`src/rtl/adc_rx_pkg.sv`:
```
// Shared definitions for the ADC121S serial receive path.
//   ADC_FRAME_BITS : default serial frame length (bits per conversion)
//   ADC_DATA_BITS  : default ADC payload width (LSBs of the frame)
//   adc_frame_t    : one default-width frame
package adc_rx_pkg;

  localparam int ADC_FRAME_BITS = 16;
  localparam int ADC_DATA_BITS  = 12;

  typedef logic [ADC_FRAME_BITS-1:0] adc_frame_t;

endpackage

```
`src/rtl/adc_rx_bitcnt.sv`:
```
// Modulo-WIDTH bit counter for the ADC receive shift register.
// Ports:
//   clk   in   system clock, rising edge
//   rst   in   asynchronous active-high reset, clears the count
//   count out  bits received in the current frame (0..WIDTH-1)
//   wrap  out  high while count == WIDTH-1; the next edge completes a frame
import adc_rx_pkg::*;

module adc_rx_bitcnt #(
  parameter int WIDTH = ADC_FRAME_BITS
) (
  input  logic                     clk,
  input  logic                     rst,
  output logic [$clog2(WIDTH)-1:0] count,
  output logic                     wrap
);

  localparam int            CW   = $clog2(WIDTH);
  localparam logic [CW-1:0] LAST = CW'(WIDTH - 1);

  logic [CW-1:0] count_q;
  logic [CW-1:0] count_d;

  always_comb begin
    wrap    = (count_q == LAST);
    count_d = wrap ? '0 : count_q + CW'(1);
  end

  always_ff @(posedge clk or posedge rst) begin
    if (rst) begin
      count_q <= '0;
    end else begin
      count_q <= count_d;
    end
  end

  assign count = count_q;

endmodule

```
`src/rtl/adc_rx_shiftreg.sv`:
```
// Serial-to-parallel receive buffer for the ADC121S serial interface.
// databit is shifted in MSB first on every rising clk edge; every WIDTH bits
// the completed word is latched into dout and dout_valid pulses for one cycle.
// Optional feature macro: ADC121_EXTRACT_EN adds the registered payload
// (sample) and a leading-zero framing check (fmt_err).
// Ports:
//   clk        in   system clock, rising edge
//   rst        in   asynchronous active-high reset
//   databit    in   serial data bit (already synchronised to clk)
//   sreg_q     out  live shift-register contents
//   bit_cnt    out  bits received in the current frame
//   dout       out  last completed frame, held until the next one completes
//   dout_valid out  one-cycle pulse when dout updates
//   sample     out  (ADC121_EXTRACT_EN) dout[DATA_BITS-1:0]
//   fmt_err    out  (ADC121_EXTRACT_EN) upper WIDTH-DATA_BITS bits of dout non-zero
import adc_rx_pkg::*;

module adc_rx_shiftreg #(
  parameter int WIDTH     = ADC_FRAME_BITS,
  parameter int DATA_BITS = ADC_DATA_BITS
) (
  input  logic                     clk,
  input  logic                     rst,
  input  logic                     databit,
  output logic [WIDTH-1:0]         sreg_q,
  output logic [$clog2(WIDTH)-1:0] bit_cnt,
  output logic [WIDTH-1:0]         dout,
`ifdef ADC121_EXTRACT_EN
  output logic [DATA_BITS-1:0]     sample,
  output logic                     fmt_err,
`endif
  output logic                     dout_valid
);

  if (WIDTH < 2 || WIDTH > 64 || DATA_BITS < 1 || DATA_BITS > WIDTH) begin : g_cfg_check
    $error("adc_rx_shiftreg: illegal WIDTH/DATA_BITS combination");
  end

  logic             wrap;
  logic [WIDTH-1:0] sreg_d;
  logic [WIDTH-1:0] dout_q;
  logic [WIDTH-1:0] dout_d;
  logic             dout_valid_q;
  logic             dout_valid_d;

  adc_rx_bitcnt #(
    .WIDTH (WIDTH)
  ) u_bitcnt (
    .clk   (clk),
    .rst   (rst),
    .count (bit_cnt),
    .wrap  (wrap)
  );

  // The captured word includes the bit sampled on this same edge, so dout is
  // loaded from the next shift-register value rather than the current one.
  always_comb begin
    sreg_d       = {sreg_q[WIDTH-2:0], databit};
    dout_d       = wrap ? sreg_d : dout_q;
    dout_valid_d = wrap;
  end

  always_ff @(posedge clk or posedge rst) begin
    if (rst) begin
      sreg_q       <= '0;
      dout_q       <= '0;
      dout_valid_q <= 1'b0;
    end else begin
      sreg_q       <= sreg_d;
      dout_q       <= dout_d;
      dout_valid_q <= dout_valid_d;
    end
  end

  assign dout       = dout_q;
  assign dout_valid = dout_valid_q;

`ifdef ADC121_EXTRACT_EN
  logic [DATA_BITS-1:0] sample_q;
  logic [DATA_BITS-1:0] sample_d;
  logic                 fmt_err_q;
  logic                 fmt_err_d;

  // ADC121S frames carry leading zeros above the payload; any set bit there
  // means the frame boundary is misaligned. The shift form avoids an empty
  // slice when DATA_BITS == WIDTH.
  always_comb begin
    sample_d  = wrap ? sreg_d[DATA_BITS-1:0] : sample_q;
    fmt_err_d = wrap ? ((sreg_d >> DATA_BITS) != '0) : fmt_err_q;
  end

  always_ff @(posedge clk or posedge rst) begin
    if (rst) begin
      sample_q  <= '0;
      fmt_err_q <= 1'b0;
    end else begin
      sample_q  <= sample_d;
      fmt_err_q <= fmt_err_d;
    end
  end

  assign sample  = sample_q;
  assign fmt_err = fmt_err_q;
`endif

endmodule

```
`config.mk`:
```
export PLATFORM = sky130hd
export DESIGN_NAME = adc_rx_shiftreg
export DESIGN_NICKNAME = d
export VERILOG_FILES = /design/src/rtl/adc_rx_pkg.sv /design/src/rtl/adc_rx_bitcnt.sv /design/src/rtl/adc_rx_shiftreg.sv
export SDC_FILE = /design/constraint.sdc
export NUM_CORES = 1
export LEC_CHECK = 0
export ABC_CLOCK_PERIOD_IN_PS = 3300
export CAP_MARGIN = 20
export CORE_AREA = 4 4 55 57
export CTS_BUF_LIST = sky130_fd_sc_hd__clkbuf_8
export CTS_CLUSTER_SIZE = 28
export DETAILED_ROUTE_END_ITERATION = 8
export DIE_AREA = 0 0 59 61
export PLACE_DENSITY = 0.83
export SYNTH_ARGS = -nofsm -noshare
export SYNTH_HDL_FRONTEND = slang
export SYNTH_HIERARCHICAL = 1
export SYNTH_SLANG_ARGS = --single-unit
export TNS_END_PERCENT = 10
```
`constraint.sdc`:
```
create_clock -name clk -period 3.3 [get_ports clk]
set_input_delay 0.495 -clock clk [delete_from_list [all_inputs] [get_ports clk]]
set_output_delay 0.495 -clock clk [all_outputs]
set_load 0.05 [all_outputs]
```
# After elaboration in Yosys (flattened, before gate mapping)
# Index checks and enable logic that the tools add are counted.
[totals]
register_bits = 37
in_bits = 3
output_inout_bits = 37
word_cells = 7
[op_classes]
addsub = 1
eq_ne = 1
muxes = 1
[ops]
columns = ["cell", "n"]
rows = [
  ["$add A4 B1 Y4 const B", 1],
  ["$eq A4 B4 Y1 const B", 1],
  ["$mux W4", 1],
]

# Logic depth before layout (Yosys ltp)
[depth]
depth_word = 2
mapped_depth = 5
depth_no_buf = 3

# Modules after synthesis
# The synthesis kept the hierarchy.
[by_module_without_submodules]
columns = ["module", "instances", "cells_each", "area_each_um2"]
rows = [
  ["adc_rx_shiftreg", 1, 52, 1078.5],
  ["adc_rx_bitcnt", 1, 12, 156.4],
]

# Least setup slack after synthesis
# OpenSTA, ideal clock, no wires.
[synth_path]
kind = "reg-to-reg"
from = "reg u_bitcnt.count_q[0] (netlist: u_bitcnt/count[0])"
to = "reg dout_q[0] (netlist: dout[0])"
t_arrival_ns = 1.697
slack_ns = 1.478
path_stages_with_launch = 6
n_path_buf = 2
cell_sequence = "dfrtp_1 -> ha_1 -> and3_2 -> buf_6 -> buf_12 -> mux2_4"
[synth_via]
elab_chain_len = 1
[synth_lines]
columns = ["element", "line", "text"]
rows = [
  ["start: declaration", "adc_rx_bitcnt.sv:21", "logic [CW-1:0] count_q;"],
  ["start signal: assignment", "adc_rx_bitcnt.sv:33", "count_q <= count_d;"],
  ["$eq A4 B4 Y1", "adc_rx_bitcnt.sv:25", "wrap = (count_q == LAST);"],
  ["via dout_valid_d", "adc_rx_shiftreg.sv:44", "logic dout_valid_d;"],
  ["end signal: assignment", "adc_rx_shiftreg.sv:70", "dout_q <= dout_d;"],
  ["end: declaration", "adc_rx_shiftreg.sv:41", "logic [WIDTH-1:0] dout_q;"],
]
# The timed path passes the listed nets, and every way through them passes these cells.
# A chain may end at the register's enable or synchronous reset.

# Final worst setup path
[layout_path]
from = "reg u_bitcnt.count_q[2] (netlist: u_bitcnt/count[2])"
to = "out bit_cnt[2]"
[layout_lines]
columns = ["element", "line", "text"]
rows = [
  ["end: declaration", "adc_rx_shiftreg.sv:26", "output logic [$clog2(WIDTH)-1:0] bit_cnt,"],
]
# No word-level cell between the ends.

==> results.ini <==
[worst_setup_path]
r2r_slack_ps = 1580
critical_path.max_fanout = 5
timing.critical_path.cells = clkdlybuf4s50_1
path_class = flop to output port
worst_r2r_startpoint = u_bitcnt/count[0]
worstPathArrival_ps = 1540
cpLargestDelayFamily = buffers and inverters
worst_path_largest_cell_delay_ps = 830
cpMaxStageDelayCell = clkdlybuf4s50_1
worstSetupEndpointType = output port
cp.depth = 1
regToRegEndpoint = dout[11]
worstPathBufferInverterCount = 1
required_ps = 2800
worst-r2r-cell-count = 3
critPathLaunchType = flop

[placement]
detailed_place_hpwl_um = 1527
dp_worst_setup_slack_ps = 1568
port-buffer-count = 39
gp_congestion = 0.7054

[worst_hold_path]
min_from = sreg_q[0]
hp-class = flop to flop
timing.hold.worst_path_depth = 0
whs_endpoint = sreg_q[1]

[power]
netSwitchingPower_mw = 0.2508
clkPwrFrac_pct = 34.8
internal_power_mw = 0.7084
seq_power_share_pct = 50.8
power.static_leakage_nw = 0.7865
ir_drop_mv = 0.4607
power.share.combinational_pct = 14.4
power.share.switching_pct = 26.15
power_per_cell_area_nw_per_um2 = 551.1

[cells_and_area]
drive_gt1_share_pct = 23.64
n_antenna_cell = 0
number_of_nets_in_the_layout = 113
area.growth.synth_to_final_pct = 40.93

[sta]
relSlewSlack_pct = 66.11
skew_ps = 4.326
grt_setup_unrepaired = false
worst-slew-pin-transition_ps = 506.8
layout_setup_ws_ps = 1268
final.min_clock_period_ps = 2032
timing.final.hold_violations = 0
timing.final.max_slew_violations = 0
final_min_period_over_clock_period_pct = 61.58
report.final.setup_viol = 0
fmax_mhz = 492.1
tns_ps = 0

[clock_network]
tritoncts.num_buffers = 5
path_clk_slew_ps = 70
cts_root_buf = clkbuf_8
cts.path.max_buffers = 2
cts.repair.resized = 0
deepest_level_of_the_cts_h_tree = 2
cts_setup_buffers = 0
cts.sink_count = 37
postCtsHoldBufs = 0
insertion_delay_ps = 280
tritoncts = done

[yosys]
synth-edff-count = 0
synthFlopType = dfrtp_1
yosysMostFrequentCell = dfrtp_1
synth.area.top_cells = dfrtp_1 75%, mux2_4 12%, mux2_2 5.5%
synth_warn = 6
yosys.area.top_type_share_pct = 74.97
ys_seq_elements = 37
async_reset_ff_share_pct = 100.0
synth-seq-area-share_pct = 74.97
synth.avg_cell_area_um2 = 19.30
netlist_instances = 64
synth_top_area_cell = dfrtp_1
number_of_distinct_library_cell_variants_in_the_gate_level_netlist_after_synthesis = 12
mappedNetlistArea_um2 = 1235
synth_nets = 68
synthTopCellsByCount = 37 x dfrtp_1, 10 x mux2_4, 6 x mux2_2

[die]
fp.dieW_um = 59
start_util_pct = 49.85
dieArea_um2 = 3599
io_pins = 40
floorplan.die.height_um = 61
core_area_um2 = 2477
core.rowCount = 18

[grt]
global_route_wire_length_before_repair_um = 3698
grt_start_max_net_pins = 34
gr-usage-all-layers_pct = 14.39
first_global_vias = 751
antenna_found_initial = 0
grt_overflow = 0

[drt]
vias = 690
detailedRoute.firstIterationViolations = 12
routedWlPerCell_um = 15.65
wirelength_um = 2191
vias_per_cell = 4.929
drt_pre_antenna_iters = 2
ant_nets = 0
drc = 0

[run]
drv_cap = 0

[status]
run_status = finished clean

## placed cells by master, fill, tap and decap left out
cell type	count
inv_1	2
clkinv_2	1
xor2_1	1
mux2_4	10
ha_1	1
nor2_1	1
clkdlybuf4s50_1	39
buf_4	1
and3_2	1
mux2_2	6
clkbuf_8	7
a21o_1	1
dfrtp_1	37
a31oi_1	2
## logic make-up after synthesis
logic type | after synthesis | share of synthesized area [%]
compound gates | 3 | 1.621
xor+xnor | 1 | 0.7093
fa+ha+maj | 1 | 1.013
buf+inv | 4 | 3.141
flops | 37 | 74.97
mux | 16 | 17.63
simple gates | 2 | 0.9118
## layout make-up
class | count | area, um2
flip-flops and latches | 37 | 925.9
fillers | 182 | 737.0
repair buffers | 40 | 397.9
multi-input cells | 23 | 270.3
clock buffers | 7 | 96.34
well taps | 30 | 37.54
inverters | 2 | 7.507
clock inverters | 1 | 5.005
## worst max path at each step
stage / endpoint / startpoint
2_1_floorplan: dout[0] / u_bitcnt/count[0]
3_3_place_gp: sreg_q[5] / sreg_q[5]
3_5_place_dp: bit_cnt[2] / u_bitcnt/count[2]
4_1_cts: bit_cnt[2] / u_bitcnt/count[2]
5_1_grt: bit_cnt[2] / u_bitcnt/count[2]
6_report: bit_cnt[2] / u_bitcnt/count[2]
## state kept, by name, indices dropped and copies added (netlist names)
register        flops
sreg_q             16
u_bitcnt/count      4
dout_valid          1
dout               16
## metal layers
metal	GRT usage (%)	up-vias	share of wire (%)
met2	21.14	36	47
met5	0	-	0
met4	5.825	0	1.4
met3	4.681	4	6.7
li1	-	307	-
met1	19.92	343	45
## power groups by stage
stage	registers (mW)	clock network [mW]	logic, mW
2_1_floorplan	0.565	0	0.0190
3_3_place_gp	0.494	0	0.139
3_5_place_dp	0.495	0	0.139
4_1_cts	0.487	0.343	0.140
5_1_grt	0.490	0.365	0.144
6_report	0.487	0.334	0.138
## through the flow
step | power [mW] | util [%] | area, um2 | std cells | hold WS [ps]
after floorplan | 0.5835 | - | 1235 | 64 | 261.1
after global placement | 0.6327 | 66.16 | 1639 | 132 | 379.4
after detailed placement | 0.6349 | 66.16 | 1639 | 132 | 388.8
after CTS | 0.9699 | 70.25 | 1740 | 140 | 408.2
after global routing | 0.9989 | 70.25 | 1740 | 140 | 416.4
final | 0.9592 | 70.25 | 1740 | 140 | 402.3
Note: power is estimated with default switching activity, not from simulation.
